<file path="src/rtl/alu_iter_pkg.sv">
// Shared types and op-classification helpers for the iterative execute-stage ALU.
// Op codes follow the core's alu_op_t decode; mul/div ops all live at 5'b10xxx.
package alu_pkg;

  typedef enum logic [4:0] {
    OP_ADD    = 5'b00000,
    OP_SUB    = 5'b00001,
    OP_AND    = 5'b00010,
    OP_OR     = 5'b00011,
    OP_XOR    = 5'b00100,
    OP_SLT    = 5'b00101,
    OP_SLTU   = 5'b00110,
    OP_SLL    = 5'b00111,
    OP_SRL    = 5'b01000,
    OP_SRA    = 5'b01001,
    OP_MUL    = 5'b10000,
    OP_MULH   = 5'b10001,
    OP_MULHSU = 5'b10010,
    OP_MULHU  = 5'b10011,
    OP_DIV    = 5'b10100,
    OP_DIVU   = 5'b10101,
    OP_REM    = 5'b10110,
    OP_REMU   = 5'b10111
  } alu_op_t;

  typedef enum logic [1:0] {
    IDLE = 2'd0,
    ITER = 2'd1,
    FIX  = 2'd2,
    DONE = 2'd3
  } state_t;

  function automatic logic is_muldiv(input logic [4:0] op);
    return op[4:3] == 2'b10;
  endfunction

  function automatic logic is_div(input logic [4:0] op);
    return op[4:2] == 3'b101;
  endfunction

  function automatic logic is_signed_a(input logic [4:0] op);
    return (op == OP_MULH) || (op == OP_MULHSU) || (op == OP_DIV) || (op == OP_REM);
  endfunction

  function automatic logic is_signed_b(input logic [4:0] op);
    return (op == OP_MULH) || (op == OP_DIV) || (op == OP_REM);
  endfunction

endpackage

</file>
<file path="src/rtl/alu_iter_if.sv">
// Operand/result bus of the iterative ALU, including the pipeline flush.
// Both sides use valid/ready: a beat moves on the rising clk edge where valid & ready are both 1;
// valid may not depend on ready, and the producer holds its payload stable while valid=1 and ready=0.
interface alu_iter_if #(
  parameter int XLEN = 32
);
  logic            flush;
  logic            in_valid;
  logic            in_ready;
  logic [XLEN-1:0] a;
  logic [XLEN-1:0] b;
  logic [4:0]      op;
  logic            out_valid;
  logic            out_ready;
  logic [XLEN-1:0] result;
  logic            zero;
  logic            ovf;

  modport master (
    output flush, in_valid, a, b, op, out_ready,
    input  in_ready, out_valid, result, zero, ovf
  );

  modport slave (
    input  flush, in_valid, a, b, op, out_ready,
    output in_ready, out_valid, result, zero, ovf
  );
endinterface

</file>
<file path="src/rtl/alu_iter_muldiv.sv">
// Radix-2 multiply / restoring-divide datapath: XLEN steps after i_start, then one
// sign-fix cycle (o_done) where o_result holds the selected, sign-corrected value.
module muldiv_iter
  import alu_pkg::*;
#(
  parameter int XLEN = 32
) (
  input  logic            clk,
  input  logic            reset,
  input  logic            i_flush,
  input  logic            i_start,
  input  logic [4:0]      i_op,
  input  logic [XLEN-1:0] i_a,
  input  logic [XLEN-1:0] i_b,
  output logic            o_last,
  output logic            o_done,
  output logic [XLEN-1:0] o_result
);
  localparam int CNT_W = $clog2(XLEN);

  logic              r_busy;
  logic              r_fix;
  logic              r_neg;
  logic [1:0]        r_sel;
  logic [CNT_W-1:0]  r_cnt;
  logic [2*XLEN-1:0] r_prod;
  logic [XLEN-1:0]   r_mcand;
  logic [XLEN-1:0]   r_quot;
  logic [XLEN-1:0]   r_rem;
  logic [XLEN-1:0]   r_dvsr;

  logic              w_a_neg;
  logic              w_b_neg;
  logic [XLEN-1:0]   w_a_abs;
  logic [XLEN-1:0]   w_b_abs;
  logic [1:0]        w_sel;
  logic [XLEN:0]     w_madd;
  logic [XLEN:0]     w_trial;
  logic [2*XLEN-1:0] w_prod_fix;
  logic [XLEN-1:0]   w_quot_fix;
  logic [XLEN-1:0]   w_rem_fix;

  assign w_a_neg = is_signed_a(i_op) & i_a[XLEN-1];
  assign w_b_neg = is_signed_b(i_op) & i_b[XLEN-1];
  assign w_a_abs = w_a_neg ? -i_a : i_a;
  assign w_b_abs = w_b_neg ? -i_b : i_b;

  // 0: low product, 1: high product, 2: quotient, 3: remainder
  always_comb begin
    w_sel = 2'd0;
    case (i_op)
      OP_MULH, OP_MULHSU, OP_MULHU: w_sel = 2'd1;
      OP_DIV, OP_DIVU:              w_sel = 2'd2;
      OP_REM, OP_REMU:              w_sel = 2'd3;
      default:                      w_sel = 2'd0;
    endcase
  end

  // The remainder stays below the divisor, so {rem, next bit} - divisor fits in XLEN+1 signed bits.
  assign w_madd  = {1'b0, r_prod[2*XLEN-1:XLEN]} + (r_prod[0] ? {1'b0, r_mcand} : '0);
  assign w_trial = {r_rem, r_quot[XLEN-1]} - {1'b0, r_dvsr};

  always_ff @(posedge clk) begin
    if (reset || i_flush) begin
      r_busy <= 1'b0;
      r_fix  <= 1'b0;
    end else if (i_start) begin
      r_busy  <= 1'b1;
      r_fix   <= 1'b0;
      r_cnt   <= CNT_W'(XLEN - 1);
      r_sel   <= w_sel;
      r_neg   <= (w_sel == 2'd3) ? w_a_neg : (w_a_neg ^ w_b_neg);
      r_prod  <= {{XLEN{1'b0}}, w_b_abs};
      r_mcand <= w_a_abs;
      r_quot  <= w_a_abs;
      r_rem   <= '0;
      r_dvsr  <= w_b_abs;
    end else if (r_busy) begin
      r_prod <= {w_madd, r_prod[XLEN-1:1]};
      if (!w_trial[XLEN]) begin
        r_rem  <= w_trial[XLEN-1:0];
        r_quot <= {r_quot[XLEN-2:0], 1'b1};
      end else begin
        r_rem  <= {r_rem[XLEN-2:0], r_quot[XLEN-1]};
        r_quot <= {r_quot[XLEN-2:0], 1'b0};
      end
      if (r_cnt == '0) begin
        r_busy <= 1'b0;
        r_fix  <= 1'b1;
      end else begin
        r_cnt <= r_cnt - 1'b1;
      end
    end else begin
      r_fix <= 1'b0;
    end
  end

  assign w_prod_fix = r_neg ? -r_prod : r_prod;
  assign w_quot_fix = r_neg ? -r_quot : r_quot;
  assign w_rem_fix  = r_neg ? -r_rem  : r_rem;

  always_comb begin
    o_result = '0;
    case (r_sel)
      2'd0:    o_result = w_prod_fix[XLEN-1:0];
      2'd1:    o_result = w_prod_fix[2*XLEN-1:XLEN];
      2'd2:    o_result = w_quot_fix;
      default: o_result = w_rem_fix;
    endcase
  end

  assign o_last = r_busy & (r_cnt == '0);
  assign o_done = r_fix;

endmodule

</file>
<file path="src/rtl/alu_iter.sv">
// Execute-stage ALU: single-cycle RV32I ops plus iterative RV32M mul/div behind a
// registered valid/ready handshake with flush. Division corner cases finish in one cycle.
module alu_iter
  import alu_pkg::*;
#(
  parameter int XLEN = 32
) (
  input  logic       clk,
  input  logic       reset,
  alu_iter_if.slave  bus,
  output state_t     o_state
);
  localparam int SHAMT_W = $clog2(XLEN);
  localparam logic [XLEN-1:0] MOST_NEG = {1'b1, {(XLEN-1){1'b0}}};

  state_t          r_state;
  logic            r_out_valid;
  logic [XLEN-1:0] r_result;
  logic            r_zero;
  logic            r_ovf;

  logic               w_accept;
  logic               w_go_iter;
  logic               w_sub;
  logic               w_div_zero;
  logic               w_div_ovf;
  logic [XLEN-1:0]    w_b_inv;
  logic [XLEN-1:0]    w_sum;
  logic [SHAMT_W-1:0] w_shamt;
  logic [XLEN-1:0]    w_comb_result;
  logic               w_comb_ovf;
  logic               w_md_last;
  logic               w_md_done;
  logic [XLEN-1:0]    w_md_result;

  assign bus.in_ready = (r_state == IDLE) | ((r_state == DONE) & bus.out_ready);
  assign w_accept     = bus.in_valid & bus.in_ready & ~bus.flush;

  assign w_div_zero = is_div(bus.op) & (bus.b == '0);
  assign w_div_ovf  = ((bus.op == OP_DIV) || (bus.op == OP_REM)) &
                      (bus.a == MOST_NEG) & (bus.b == '1);
  assign w_go_iter  = is_muldiv(bus.op) & ~w_div_zero & ~w_div_ovf;

  assign w_sub   = (bus.op == OP_SUB);
  assign w_b_inv = w_sub ? ~bus.b : bus.b;
  assign w_sum   = bus.a + w_b_inv + {{(XLEN-1){1'b0}}, w_sub};
  assign w_shamt = bus.b[SHAMT_W-1:0];

  assign w_comb_ovf = ((bus.op == OP_ADD) || w_sub) &
                      (bus.a[XLEN-1] == w_b_inv[XLEN-1]) & (w_sum[XLEN-1] != bus.a[XLEN-1]);

  // Only the divide corner cases reach this path among the mul/div codes.
  always_comb begin
    w_comb_result = '0;
    case (bus.op)
      OP_ADD, OP_SUB:  w_comb_result = w_sum;
      OP_AND:          w_comb_result = bus.a & bus.b;
      OP_OR:           w_comb_result = bus.a | bus.b;
      OP_XOR:          w_comb_result = bus.a ^ bus.b;
      OP_SLT:          w_comb_result = {{(XLEN-1){1'b0}}, $signed(bus.a) < $signed(bus.b)};
      OP_SLTU:         w_comb_result = {{(XLEN-1){1'b0}}, bus.a < bus.b};
      OP_SLL:          w_comb_result = bus.a << w_shamt;
      OP_SRL:          w_comb_result = bus.a >> w_shamt;
      OP_SRA:          w_comb_result = $signed(bus.a) >>> w_shamt;
      OP_DIV, OP_DIVU: w_comb_result = w_div_zero ? '1 : bus.a;
      OP_REM, OP_REMU: w_comb_result = w_div_zero ? bus.a : '0;
      default:         w_comb_result = '0;
    endcase
  end

  muldiv_iter #(.XLEN(XLEN)) u_muldiv (
    .clk      (clk),
    .reset    (reset),
    .i_flush  (bus.flush),
    .i_start  (w_accept & w_go_iter),
    .i_op     (bus.op),
    .i_a      (bus.a),
    .i_b      (bus.b),
    .o_last   (w_md_last),
    .o_done   (w_md_done),
    .o_result (w_md_result)
  );

  always_ff @(posedge clk) begin
    if (reset) begin
      r_state     <= IDLE;
      r_out_valid <= 1'b0;
      r_result    <= '0;
      r_zero      <= 1'b1;
      r_ovf       <= 1'b0;
    end else if (bus.flush) begin
      r_state     <= IDLE;
      r_out_valid <= 1'b0;
    end else begin
      case (r_state)
        IDLE, DONE: begin
          if (w_accept) begin
            if (w_go_iter) begin
              r_state     <= ITER;
              r_out_valid <= 1'b0;
            end else begin
              r_state     <= DONE;
              r_out_valid <= 1'b1;
              r_result    <= w_comb_result;
              r_zero      <= (w_comb_result == '0);
              r_ovf       <= w_comb_ovf;
            end
          end else if ((r_state == DONE) && bus.out_ready) begin
            r_state     <= IDLE;
            r_out_valid <= 1'b0;
          end
        end
        ITER: begin
          if (w_md_last) r_state <= FIX;
        end
        FIX: begin
          if (w_md_done) begin
            r_state     <= DONE;
            r_out_valid <= 1'b1;
            r_result    <= w_md_result;
            r_zero      <= (w_md_result == '0);
            r_ovf       <= 1'b0;
          end
        end
        default: r_state <= IDLE;
      endcase
    end
  end

  assign bus.out_valid = r_out_valid;
  assign bus.result    = r_result;
  assign bus.zero      = r_zero;
  assign bus.ovf       = r_ovf;
  assign o_state       = r_state;

endmodule

</file>
<file path="src/flat_wrapper.sv">
// flat-port wrapper written by rule: the top's interface ports become plain ports
module alu_iter_flat import alu_pkg::*;
#(
  parameter int XLEN = 32
)
  (clk, reset, o_state, bus_flush, bus_in_valid, bus_a, bus_b, bus_op, bus_out_ready, bus_in_ready, bus_out_valid, bus_result, bus_zero, bus_ovf);
  alu_iter_if #(.XLEN(XLEN)) bus_i ();
  input  logic clk;
  input  logic reset;
  output state_t o_state;
  input wire logic [$bits(bus_i.flush)-1:0] bus_flush;
  input wire logic [$bits(bus_i.in_valid)-1:0] bus_in_valid;
  input wire logic [$bits(bus_i.a)-1:0] bus_a;
  input wire logic [$bits(bus_i.b)-1:0] bus_b;
  input wire logic [$bits(bus_i.op)-1:0] bus_op;
  input wire logic [$bits(bus_i.out_ready)-1:0] bus_out_ready;
  output wire logic [$bits(bus_i.in_ready)-1:0] bus_in_ready;
  output wire logic [$bits(bus_i.out_valid)-1:0] bus_out_valid;
  output wire logic [$bits(bus_i.result)-1:0] bus_result;
  output wire logic [$bits(bus_i.zero)-1:0] bus_zero;
  output wire logic [$bits(bus_i.ovf)-1:0] bus_ovf;
  assign bus_i.flush = bus_flush;
  assign bus_i.in_valid = bus_in_valid;
  assign bus_i.a = bus_a;
  assign bus_i.b = bus_b;
  assign bus_i.op = bus_op;
  assign bus_i.out_ready = bus_out_ready;
  assign bus_in_ready = bus_i.in_ready;
  assign bus_out_valid = bus_i.out_valid;
  assign bus_result = bus_i.result;
  assign bus_zero = bus_i.zero;
  assign bus_ovf = bus_i.ovf;
  alu_iter #(.XLEN(XLEN)) u_core (.clk(clk), .reset(reset), .bus(bus_i), .o_state(o_state));
endmodule
</file>
<file path="config.mk">
export PLATFORM = sky130hd
export DESIGN_NAME = alu_iter_flat
export DESIGN_NICKNAME = d
export VERILOG_FILES = /design/src/rtl/alu_iter_pkg.sv /design/src/rtl/alu_iter_if.sv /design/src/rtl/alu_iter_muldiv.sv /design/src/rtl/alu_iter.sv /design/src/flat_wrapper.sv
export SDC_FILE = /design/constraint.sdc
export NUM_CORES = 1
export LEC_CHECK = 0
export BUFFER_PORTS_ARGS = -buffer_cell sky130_fd_sc_hd__buf_2
export CELL_PAD_IN_SITES_DETAIL_PLACEMENT = 0
export CELL_PAD_IN_SITES_GLOBAL_PLACEMENT = 1
export CORE_MARGIN = 8
export CORE_UTILIZATION = 44
export DETAILED_ROUTE_END_ITERATION = 7
export GPL_ROUTABILITY_DRIVEN = 0
export PLACE_DENSITY = 0.83
export SYNTH_ARGS = -nofsm -noshare
export SYNTH_HDL_FRONTEND = slang
export SYNTH_HIERARCHICAL = 1
export SYNTH_SLANG_ARGS = --single-unit
</file>
<file path="constraint.sdc">
create_clock -name clk -period 6.9 [get_ports clk]
set_input_delay 0.69 -clock clk [delete_from_list [all_inputs] [get_ports clk]]
set_output_delay 0.69 -clock clk [all_outputs]
set_load 0.005 [all_outputs]
</file>
# Yosys cells after proc, flatten, opt, wreduce, memory -nomap -nowiden
# Cells that the tools add are included.
# op_classes
addsub,10
magnitude_cmp,2
eq_ne,34
shift,3
mux,48
bitwise,25
n_reduce_logical,31
# op_table
cell,n
$mux W32,16
$pmux W32 S11,1
$mux W64,2
$neg A32 Y32,4
$logic_not A32 Y1,3
$pmux W32 S3,1
$eq A32 B32 Y1 const B,2
$lt A32 B32 Y1,2
$neg A64 Y64,1
$pmux W32 S2,1
$eq A5 B5 Y1 const B,7
$add A32 B32 Y33,1
$sub A33 B32 Y33,1
$add A32 B1 Y32,1
$add A32 B32 Y32,1
$and A32 B32 Y32,1
$not A32 Y32,1
$or A32 B32 Y32,1
$shl A32 B5 Y32,1
$shr A32 B5 Y32,1
$sshr A32 B5 Y32,1
$xor A32 B32 Y32,1
$eq A5 B3 Y1 const B,4
$mux W1,15
other kinds (30),83
# totals
ff_bits,239
in_bits,74
out_inout_bits,38
wordCells,169

# Logic depth before layout (Yosys ltp)
# depth
ltp_word,9
depth_mapped,20
mapped_depth_nobuf,17

# Modules after synthesis
# Netlist, hierarchy kept.
# modules_own_cells
mod,instances,cells_each,area_each_um2,seq_area_each_um2
muldiv_iter,1,1788,16125.5,6045.8
alu_iter,1,1647,12140.4,740.7

# Worst setup path after synthesis
# No wires, ideal clock.
# synth_timing
kind,input -> register
start,input bus_b[1]
end,"register u_core.u_muldiv.r_cnt[0], enable pin"
setup_time_ns,0.323
t_arrival_ns,7.135
t_required_ns,6.577
setup_slack_ns,-0.557
stages,13
n_path_buf,6
path_cell_list,buf_6 > buf_8 > buf_6 > buf_6 > buf_2 > nand4_1 > nor4_1 > a21o_1 > nor2_1 > clkbuf_1 > inv_1 > nor3_1 > o31a_1
# synth_between
elab_chain_len,8
word_cells_on_any_way,12
cone_classes,eq/ne: 2; bitwise: 7; reduce/logical: 3
# synth_rtl
element,line_no,text
"start, declared",flat_wrapper.sv:14,input wire logic [$bits(bus_i.b)-1:0] bus_b;
$logic_not A32 Y1,alu_iter.sv:39,assign w_div_zero = is_div(bus.op) & (bus.b == '0);
$and A1 B1 Y1,alu_iter.sv:39,
$not A1 Y1,alu_iter.sv:42,assign w_go_iter = is_muldiv(bus.op) & ~w_div_zero & ~w_div_ovf;
$and A1 B1 Y1,alu_iter.sv:42,
$and A1 B1 Y1 (*),alu_iter.sv:42,
$and A1 B1 Y1 (*),alu_iter.sv:75,".i_start (w_accept & w_go_iter),"
$ne A2 B2 Y1 (no source line) / $reduce_bool A2 Y1 (equally long branches),--,
$reduce_and A3 Y1 (no source line) (*),--,
"end signal, assigned",alu_iter_muldiv.sv:70,r_cnt <= CNT_W'(XLEN - 1);
"end signal, assigned",alu_iter_muldiv.sv:91,r_cnt <= r_cnt - 1'b1;
"end, declared",alu_iter_muldiv.sv:25,logic [CNT_W-1:0] r_cnt;
# Mark *: on every way between the ends. The rest lies on a longest branch, timed or not.
# A chain may end at the register's enable or synchronous reset.

# Worst setup path in the final report
# layout_timing
start,input bus_op[4]
end,register u_core.r_zero (netlist: u_core/bus.zero)
# layout_between
elab_chain_len,9
word_cells_on_any_way,39
cone_classes,add/sub: 2; eq/ne: 16; mux: 7; bitwise: 7; reduce/logical: 7
# layout_rtl
element,line_no,text
"start, declared",flat_wrapper.sv:15,input wire logic [$bits(bus_i.op)-1:0] bus_op;
$eq A5 B1 Y1,"alu_iter.sv:44, alu_iter.sv:55",
$mux W32,alu_iter.sv:45,assign w_b_inv = w_sub ? ~bus.b : bus.b;
$add A32 B32 Y32,alu_iter.sv:46,"assign w_sum = bus.a + w_b_inv + {{(XLEN-1){1'b0}}, w_sub};"
$add A32 B1 Y32,alu_iter.sv:46,
$pmux W32 S11,alu_iter.sv:55,case (bus.op)
$logic_not A32 Y1,alu_iter.sv:105,r_zero <= (w_comb_result == '0);
$mux W1,alu_iter.sv:98,if (w_go_iter) begin
$mux W1,alu_iter.sv:97,if (w_accept) begin
$pmux W1 S2,alu_iter.sv:95,case (r_state)
"end signal, assigned",alu_iter.sv:105,
"end signal, assigned",alu_iter.sv:121,r_zero <= (w_md_result == '0);
"end, declared",alu_iter.sv:19,logic r_zero;
# Parallel ways exist; a longest one is shown, timed or not. The select of a mux whose other input is x is not followed.

==> impl_results.md <==
* Status: finished, final reports clean
* Design Power at 4310 uW
* All-Layer GR Usage at 30.4%
* GRT overflow at 0
* PortBufs at 111
* Cell Area, Synth at 28,300 um2
* RSZ-0062 raised after global routing: no
* Design area at 30,300 um2
* Endpoints failing setup at 0
* Static Leak at 0.0117 uW
* Global-route wire length before repair at 172 mm
* Die Area at 72,600 um2
* Max Cap Viol at 0
* Initial Util at 44.2%
* Syn nets at 3,720
* Gate Count Post-Synth at 3,435
* Routed wire length at 117 mm
* CTS Buf Count at 27
* Hold WC Path Type: in -> reg
* Area grow syn2layout at 7.04%
* Slew Limit Headroom at 3.62%
* Row count at 93
* Arrival time at the worst endpoint at 5.94 ns
* Fin crit share at 78.9%
* Skew final at 0.0156 ns
* Num ports at 112
* Hold Buf Count CTS at 0
* Die X at 269 um
* Hpwl dp at 85.5 mm
* Post-DP Area at 29,300 um2
* Post-synthesis sequential area ratio at 24.0%
* Reg2Reg Setup Slack at 2.05 ns
* ANT nets after route at 0
* Setup TNS at 0 ns
* WL/cell at 27.4 um
* Largest net degree at the start of global routing at 142
* #FFs+latches synth at 239
* Hold Path End: u_core/o_state[0]
* Post-synth EDFFs at 200
* Drt via density at 6.74
* Fin Hold WS at 0.431 ns
* Layout Nets at 3,682
* Yosys cell types at 105
* CP Launch Type: input pin
* R2r worst-path depth at 15
* Power Density at 142 nW/um2
* Kind of critical path: in -> reg
* Final Slew Violations at 0
* Worst Max-Slew Pin Slew at 1.41 ns
* Critical R2R Capture: u_core/bus.zero
* Core Footprint at 64,000 um2
* Die Span Y at 269 um
* Critical Path RT at 7.39 ns
* Reg2reg start: u_core/u_muldiv/r_prod[13]
* Warnings from Yosys at 6
* CTS resizes at 0
* DRC at 0
* Initial antenna violation count at 6
* Postcts setup bufs at 0
* Critical path endpoint category: flip-flop
* Peak VDD IR at 0.114 mV
* Hold path start: bus_flush
* Htree depth at 1
* Hold Vio Cnt, Final at 0
* Pre-antenna DRT Iters at 6
* Final WS setup at 1.46 ns
* Final Critical Period at 5.44 ns
* Iteration-0 DRC count of the detailed router at 4,139
* Vias at 28,800
* Post-Syn Area per Cell at 8.23 um2
* Clk slew on worst S/H paths at 0.06 ns
* Ys async rst share at 0%
* Dpl ws at 1.14 ns
* Critical path peak fanout at 30
* Worst Hold Depth at 2
* Vias in the first global route at 26,700
* CTS Buffer Depth at 3
* Main synth FF type: edfxtp_1
* Upper clock frequency limit at 184 MHz
* Clock tree from TritonCTS: built
* Share of layout cells above drive strength 1 at 10.9%
* Worst-Skew Late Latency at 0.56 ns
* Clk sinks at 239
* CTS Root Cell: clkbuf_16
cells by family (layout without fill, tap and decap cells):
logic type	count (synthesis)	after routing	synth area share (%)
mux	192	192	10.0
xor+xnor	262	262	8.12
other cells	0	3	0
simple gates	1237	1237	21.3
compound gates	903	903	21.4
buf+inv	391	374	5.72
fa+ha+maj	211	211	9.42
flops	239	239	24.0
where the power goes:
group / internal (uW) / total, uW / switching, uW
clock network: 849 / 1490 / 638
logic: 398 / 1210 / 817
registers: 1590 / 1610 / 20.9
cell usage in the layout, fill, tap and decap left out, drive strengths merged, types with 20 or more instances in the layout:
cell type and instances:
mux2 45, o21ai 177, inv 171, a21oi 233, edfxtp 200, nor4 62, nand2b 43, nor2b 26
o31ai 47, clkbuf 33, a31oi 31, and2 52, xor2 107, ha 208, xnor2 155, or3 37
mux2i 80, a221oi 22, or2 22, and3 21, mux4 67, a22oi 20, a2111oi 22, buf 158
nor3 78, a211oi 41, o211ai 55, nand3 58, nor2 406, dfxtp 39, a21o 44, nand2 307
or4 23, o41ai 22, nand4 50
cells in the mapped netlist (36+ instances only):
cell,count,area (um2)
edfxtp_1,200,6010
clkbuf_1,151,567
nor3_1,77,385
nand4_1,49,307
nor2_1,406,1520
o21ai_0,167,836
xor2_1,107,937
nand2_1,307,1150
or3_1,36,225
mux2_2,43,484
a21o_1,44,330
inv_1,163,612
xnor2_1,155,1360
a211oi_1,41,308
nand2b_1,43,269
dfxtp_1,39,781
a21oi_1,232,1160
ha_1,208,2600
mux4_2,65,1460
nor4_1,57,357
and2_1,51,319
o31ai_1,47,353
mux2i_1,80,801
nand3_1,57,285
o211ai_1,54,405
worst max-delay path, cell delays in order:
cell and delay, ns:
buf_2 0.23, nor3b_1 0.60, nand2_2 0.13, buf_4 0.33, xnor2_1 0.20, ha_1 0.46
nand4_1 0.20, or3_1 0.42, o311ai_1 0.53, nand4_1 0.20, mux2i_1 0.15, a2111oi_0 0.89
o2111a_1 0.32, nand4_1 0.10, nor4_1 0.25, a311o_1 0.20
final cells by class:
| class | count | area [um2] |
|---|---|---|
| clock buffers | 33 | 741 |
| inverters | 166 | 623 |
| fillers | 6354 | 33700 |
| flip-flops and latches | 239 | 6790 |
| well taps | 855 | 1070 |
| multi-input cells | 2805 | 19900 |
| clock inverters | 17 | 164 |
| diodes | 3 | 7.51 |
| repair buffers | 158 | 926 |
registers in the layout, summed over array words and instances, names as in the netlist, 2 cells and up:
name                     cells
u_core/bus.result           32
u_core/o_state               2
u_core/u_muldiv/r_cnt        5
u_core/u_muldiv/r_dvsr      32
u_core/u_muldiv/r_mcand     32
u_core/u_muldiv/r_prod      64
u_core/u_muldiv/r_quot      32
u_core/u_muldiv/r_rem       32
u_core/u_muldiv/r_sel        2
worst max path at each step:
stage          cells after the start      start                       end
4_1_cts                           16  bus_op[4]           u_core/bus.zero
3_5_place_dp                      16  bus_op[4]           u_core/bus.zero
5_1_grt                           16  bus_op[4]           u_core/bus.zero
3_3_place_gp                      16  bus_op[4]           u_core/bus.zero
6_report                          16  bus_op[4]           u_core/bus.zero
2_1_floorplan                     13   bus_b[1]  u_core/u_muldiv/r_cnt[0]
layer usage:
| metal | vias to the layer above | part of all wire (%) | GRT usage [%] |
|---|---|---|---|
| met3 | 472 | 12 | 8.20 |
| met2 | 1941 | 42 | 45.7 |
| li1 | 12700 | - | - |
| met4 | 2 | 7.0 | 17.5 |
| met1 | 13700 | 39 | 39.0 |
| met5 | - | 0.016 | 0 |
per-stage QoR:
stage                     cells  utilization, %
after global routing       4275            47.3
final                      4276            47.3
after detailed placement   4222            45.8
after CTS                  4272            47.3
after global placement     4222            45.8
after floorplan            3435               -
No activity file was read; power rests on OpenSTA's default activity.
